<file path="src/rtl/radix_entry_encoder.sv">
// radix_entry_encoder
//   Front-panel digit entry. The operator keys in up to two digits in the active
//   radix (octal, decimal or hex). Each digit is checked against the radix, and the
//   digits are accumulated into a VALUE_W-bit binary value. A committed value is
//   published with a one-cycle valid strobe. An illegal digit or an overflow
//   produces a one-cycle error strobe instead.
//
//   State table
//     IDLE  | no digit held; the next legal digit starts a new entry
//     HAVE1 | one legal digit is held in acc_q
//
// Ports
//   clk            system clock, rising edge
//   rst_n          asynchronous active-low reset
//   digit_in_i     operator digit value, 0..15
//   enter_i        button: capture digit_in_i (rising edge acts)
//   commit_i       button: finish the entry with the held digit (rising edge acts)
//   mode_switch_i  button: step the radix octal -> decimal -> hex (rising edge acts)
//   clear_i        level: abort the current entry
//   value_o        last committed binary value
//   value_valid_o  one-cycle pulse when value_o is updated
//   err_o          one-cycle pulse on an illegal digit or an overflow
//   radix_o        00 octal, 01 decimal, 10 hex
//   busy_o         high while one digit is held
module radix_entry_encoder #(
  parameter int VALUE_W = 4,
  parameter int ACC_W   = 8
) (
  input  logic               clk,
  input  logic               rst_n,
  input  logic [3:0]         digit_in_i,
  input  logic               enter_i,
  input  logic               commit_i,
  input  logic               mode_switch_i,
  input  logic               clear_i,
  output logic [VALUE_W-1:0] value_o,
  output logic               value_valid_o,
  output logic               err_o,
  output logic [1:0]         radix_o,
  output logic               busy_o
);

  typedef enum logic {
    IDLE  = 1'b0,
    HAVE1 = 1'b1
  } state_e;

  localparam logic [ACC_W-1:0] MAX_VAL = ACC_W'((1 << VALUE_W) - 1);

  state_e             state_q, state_d;
  logic [ACC_W-1:0]   acc_q, acc_d;
  logic [VALUE_W-1:0] value_q, value_d;
  logic               valid_q, valid_d;
  logic               err_q, err_d;
  logic [1:0]         radix_q, radix_d;
  logic               enter_last_q, commit_last_q, mode_last_q;

  logic               enter_edge, commit_edge, mode_edge;
  logic [4:0]         base;
  logic               digit_legal;
  logic [ACC_W-1:0]   combined;

  assign enter_edge  = enter_i & ~enter_last_q;
  assign commit_edge = commit_i & ~commit_last_q;
  assign mode_edge   = mode_switch_i & ~mode_last_q;

  always_comb begin
    base = 5'd16;
    case (radix_q)
      2'b00:   base = 5'd8;
      2'b01:   base = 5'd10;
      default: base = 5'd16;
    endcase
  end

  assign digit_legal = ({1'b0, digit_in_i} < base);

  // Held digit is below the base (<=15) and base <= 16, so this never exceeds 255.
  assign combined = acc_q * ACC_W'(base) + ACC_W'(digit_in_i);

  // State register, including edge-detect history and the registered outputs.
  always_ff @(posedge clk or negedge rst_n) begin
    if (!rst_n) begin
      state_q       <= IDLE;
      acc_q         <= '0;
      value_q       <= '0;
      valid_q       <= 1'b0;
      err_q         <= 1'b0;
      radix_q       <= 2'b00;
      enter_last_q  <= 1'b0;
      commit_last_q <= 1'b0;
      mode_last_q   <= 1'b0;
    end else begin
      state_q       <= state_d;
      acc_q         <= acc_d;
      value_q       <= value_d;
      valid_q       <= valid_d;
      err_q         <= err_d;
      radix_q       <= radix_d;
      enter_last_q  <= enter_i;
      commit_last_q <= commit_i;
      mode_last_q   <= mode_switch_i;
    end
  end

  // Next state and accumulator. Only the highest-priority event of a cycle acts.
  always_comb begin
    state_d = state_q;
    acc_d   = acc_q;
    if (clear_i || mode_edge) begin
      state_d = IDLE;
      acc_d   = '0;
    end else if (enter_edge) begin
      if (digit_legal) begin
        if (state_q == IDLE) begin
          state_d = HAVE1;
          acc_d   = ACC_W'(digit_in_i);
        end else begin
          state_d = IDLE;
          acc_d   = '0;
        end
      end
    end else if (commit_edge && state_q == HAVE1) begin
      state_d = IDLE;
      acc_d   = '0;
    end
  end

  // Output next values.
  always_comb begin
    value_d = value_q;
    valid_d = 1'b0;
    err_d   = 1'b0;
    radix_d = radix_q;
    if (clear_i) begin
      // abort only; nothing published
    end else if (mode_edge) begin
      radix_d = (radix_q == 2'b10) ? 2'b00 : radix_q + 2'b01;
    end else if (enter_edge) begin
      if (!digit_legal) begin
        err_d = 1'b1;
      end else if (state_q == HAVE1) begin
        if (combined <= MAX_VAL) begin
          value_d = combined[VALUE_W-1:0];
          valid_d = 1'b1;
        end else begin
          err_d = 1'b1;
        end
      end
    end else if (commit_edge && state_q == HAVE1) begin
      value_d = acc_q[VALUE_W-1:0];
      valid_d = 1'b1;
    end
  end

  assign value_o       = value_q;
  assign value_valid_o = valid_q;
  assign err_o         = err_q;
  assign radix_o       = radix_q;
  assign busy_o        = (state_q == HAVE1);

endmodule
</file>
<file path="config.mk">
export PLATFORM = sky130hd
export DESIGN_NAME = radix_entry_encoder
export DESIGN_NICKNAME = d
export VERILOG_FILES = /design/src/rtl/radix_entry_encoder.sv
export SDC_FILE = /design/constraint.sdc
export NUM_CORES = 1
export LEC_CHECK = 0
export BUFFER_PORTS_ARGS = -buffer_cell sky130_fd_sc_hd__buf_2
export CORE_MARGIN = 1
export CORE_UTILIZATION = 50
export DETAILED_ROUTE_END_ITERATION = 12
export PLACE_DENSITY = 0.79
export SLEW_MARGIN = 5
export SYNTH_ARGS = -nofsm -noshare
export SYNTH_HDL_FRONTEND = slang
export SYNTH_SLANG_ARGS = --single-unit
</file>
<file path="constraint.sdc">
create_clock -name clk -period 6.1 [get_ports clk]
set_clock_uncertainty 0.05 [all_clocks]
set_input_delay 0.305 -clock clk [delete_from_list [all_inputs] [get_ports clk]]
set_output_delay 0.305 -clock clk [all_outputs]
set_load 0.05 [all_outputs]
</file>
==> impl_metrics.py <==
metrics = {
    "clocking": {
        "clk_pin_slew_ns": 0.09,
        "hold_buffers": 1,
        "post_cts_buffers": 0,
        "cts_tree": "built",
        "cts_resized": 0,
        "cts_sinks": 16,
        "cts_buffer_depth": 2,
        "cts_inserted_buffers": 3,
        "cts-root-buf": "clkbuf_4",
        "clk_latency_ns": 0.29,
        "cts-htree-levels": 1,
    },
    "floorplanning": {
        "die-area_um2": 2520,
        "ioPinCount": 19,
        "die_h_um": 50.2,
        "die_w_um": 50.2,
        "start_util_pct": 53.0,
        "coreArea_um2": 2190,
        "num_rows": 17,
    },
    "worst_setup_path": {
        "reg2reg_from": "radix_o[1]$_DFFE_PN0P_",
        "reg2reg_to": "value_o[0]$_DFFE_PN0P_",
        "r2r_cells": 13,
        "worstPathArrival_ns": 3.93,
        "crit_type": "flop to flop",
        "cp-start-kind": "flop",
        "ff2ff_setup_slack_ns": 2.33,
        "crit_chain": "nor2b_1 -> and2_1 -> ha_1 -> ha_1 -> fa_1 -> inv_1 -> fa_1 -> xor2_1 -> nand3b_1 -> mux2i_1 -> nand3_2 -> a21boi_4 -> a2bb2oi_1",
        "worst-path-max-fanout": 12,
        "crit_family": "adder cells",
        "cp_slowest_cell": "fa_1",
        "path_buf_inv": 1,
        "slowest_delay_ns": 0.55,
        "worstPathRequired_ns": 6.26,
        "critPathCaptureType": "flop",
    },
    "yosys": {
        "synth_edf_count": 0,
        "synth.distinct_cells": 35,
        "yosys_warnings": 0,
        "ys_ff_latch": 16,
        "avgSynthCellArea_um2": 11.4,
        "yosysTopAreaCellShare_pct": 34.5,
        "synth_top_cell_by_area": "dfrtp_1",
        "synth-async-reset-ratio_pct": 100,
        "synth.area.top_cells": "dfrtp_1 34%, ha_1 17%, mux2_2 3.9%",
        "synth_common_cells": "16 x dfrtp_1, 16 x ha_1, 5 x and2_1, 5 x inv_1",
        "synth_flop_cell": "dfrtp_1",
        "ys_seq_area_share_pct": 34.5,
        "syn_area_um2": 1160,
        "synth_cells": 102,
    },
    "cells_and_area": {
        "area_delta_synth_final_pct": 13.5,
        "nNetsFinal": 153,
        "n_antenna_cell": 0,
        "final_util_pct": 60.1,
        "final_area_um2": 1320,
        "drive_above_1_share_pct": 27.4,
    },
    "timing": {
        "min_period_ns": 3.77,
        "worst_pin_slew_ns": 0.608,
        "finalCritPeriodShare_pct": 61.8,
        "rsz0062_at_grt": "false",
        "maxSlewViolCount": 0,
        "setup_tns_ns": 0,
        "slew_headroom_pct": 59.2,
        "hold_viol_final": 0,
        "setup_violations": 0,
        "fmax_mhz": 265,
        "worst_hold_slack_ns": 0.0832,
    },
    "drt": {
        "vias_per_cell": 5.45,
        "wl_per_cell_um": 14.5,
        "antenna_left": 0,
        "first_iter_violations": 7,
        "vias": 829,
        "post-route-drc-count": 0,
        "routed_wl_um": 2210,
        "first_pass_iters": 2,
    },
    "place": {
        "place_area_um2": 1270,
        "gp_congestion": 0.850,
        "post-dp-hpwl_um": 1790,
        "numPortBuffers": 18,
    },
    "power": {
        "peakVddDrop_uv": 220,
        "powerDensity_nw_per_um2": 306,
        "p_leak_nw": 0.692,
    },
    "grt": {
        "met2_usage_pct": 33.1,
        "first_global_vias": 861,
        "antenna_found_initial": 0,
        "grt_usage_pct": 20.4,
        "met3_usage_pct": 5.45,
        "busiest_layer": "met2",
        "grt_overflow": 0,
        "grt_max_degree": 17,
        "use_met1_pct": 24.3,
        "grt_pass1_wl_um": 3680,
    },
    "worst_hold_path": {
        "hp-start": "mode_switch_i",
        "worstHoldEndpoint": "mode_last_q$_DFF_PN0_",
        "whs_path_depth": 1,
        "hp-class": "input pin to flop",
    },
    "outcome": {
        "outcome": "complete, no violations",
    },
    "run": {
        "max_cap_viol_count": 0,
    },
}
[per-stage QoR]
step / cells / setup WS (ns) / power, mW
floorplan: 103 / 2.46 / 0.293
global route: 152 / 2.10 / 0.422
global placement: 147 / 2.54 / 0.327
detailed placement: 147 / 2.36 / 0.334
CTS: 152 / 2.33 / 0.406
finish: 152 / 2.33 / 0.403
[sequential cells by signal (all words and copies together) (netlist names)]
name and flops:
acc_q 4, busy_o 1, commit_last_q 1, enter_last_q 1, err_o 1, mode_last_q 1, radix_o 2, value_o 4
value_valid_o 1
[cell type report]
class | count | area [um2]
Clock buffer | 4 | 36.3
Timing Repair Buffer | 19 | 100
Sequential cell | 16 | 400
Fill cell | 189 | 873
Multi-Input combinational cell | 80 | 727
Inverter | 5 | 18.8
Tap cell | 28 | 35.0
[cell usage in the layout, fill, tap and decap left out, types with 2 or more instances in the layout]
master and n:
a21o_1 3, nor2b_1 4, inv_1 5, fa_1 2, clkbuf_4 3, a21oi_1 2, conb_1 2, nor2_1 4
o22ai_1 4, nand3_2 2, a2bb2oi_1 4, mux2_2 4, and2_1 5, nand2_1 4, ha_1 16, a22o_1 4
buf_2 18, nand3_1 2, xor2_1 2, nand3b_1 2, dfrtp_1 16
[cells by family after synthesis]
logic type               after synthesis  share of synthesized area (%)
buffers and inverters                  7                           3.23
AO/OA/AOI/OAI                         20                           14.9
flip-flops                            16                           34.5
adder cells (fa/ha/maj)               18                           20.7
multiplexers                           5                           4.74
XOR/XNOR                               3                           3.45
other                                  1                          0.323
AND/OR/NAND/NOR                       32                           18.2
[worst register-to-register path: stages, from the launching register on]
cell       delay (ns)
dfrtp_1          0.52
nor2b_1          0.28
and2_1           0.18
ha_1             0.25
ha_1             0.25
fa_1             0.55
inv_1            0.07
fa_1             0.46
xor2_1           0.21
nand3b_1         0.11
mux2i_1          0.21
nand3_2          0.15
a21boi_4         0.23
a2bb2oi_1        0.19
[routing by layer]
layer  routed length [um]  share of wire [%]
met2                 1080                 49
met5                    0                  0
met4                   76                3.4
met3                   61                2.8
met1                  996                 45
[worst max path at each step]
stage | start | end | slack [ns] | cells past startpoint
floorplan | radix_o[1]$_DFFE_PN0P_ | value_o[0]$_DFFE_PN0P_ | 2.46 | 14
global placement | radix_o[1]$_DFFE_PN0P_ | value_o[0]$_DFFE_PN0P_ | 2.54 | 13
detailed placement | radix_o[1]$_DFFE_PN0P_ | value_o[1]$_DFFE_PN0P_ | 2.36 | 13
CTS | radix_o[1]$_DFFE_PN0P_ | value_o[0]$_DFFE_PN0P_ | 2.33 | 13
global route | radix_o[1]$_DFFE_PN0P_ | value_o[0]$_DFFE_PN0P_ | 2.10 | 13
finish | radix_o[1]$_DFFE_PN0P_ | value_o[0]$_DFFE_PN0P_ | 2.33 | 13
[power by group]
| group | total [mW] | leakage, nW | switching [mW] | internal [mW] |
|---|---|---|---|---|
| combinational | 0.179 | 0.464 | 0.121 | 0.0581 |
| sequential | 0.153 | 0.207 | 0.0249 | 0.128 |
| clock | 0.0708 | 0.0210 | 0.0344 | 0.0364 |
| total | 0.403 | 0.692 | 0.180 | 0.223 |
Note: power is estimated with default switching activity, not from simulation.
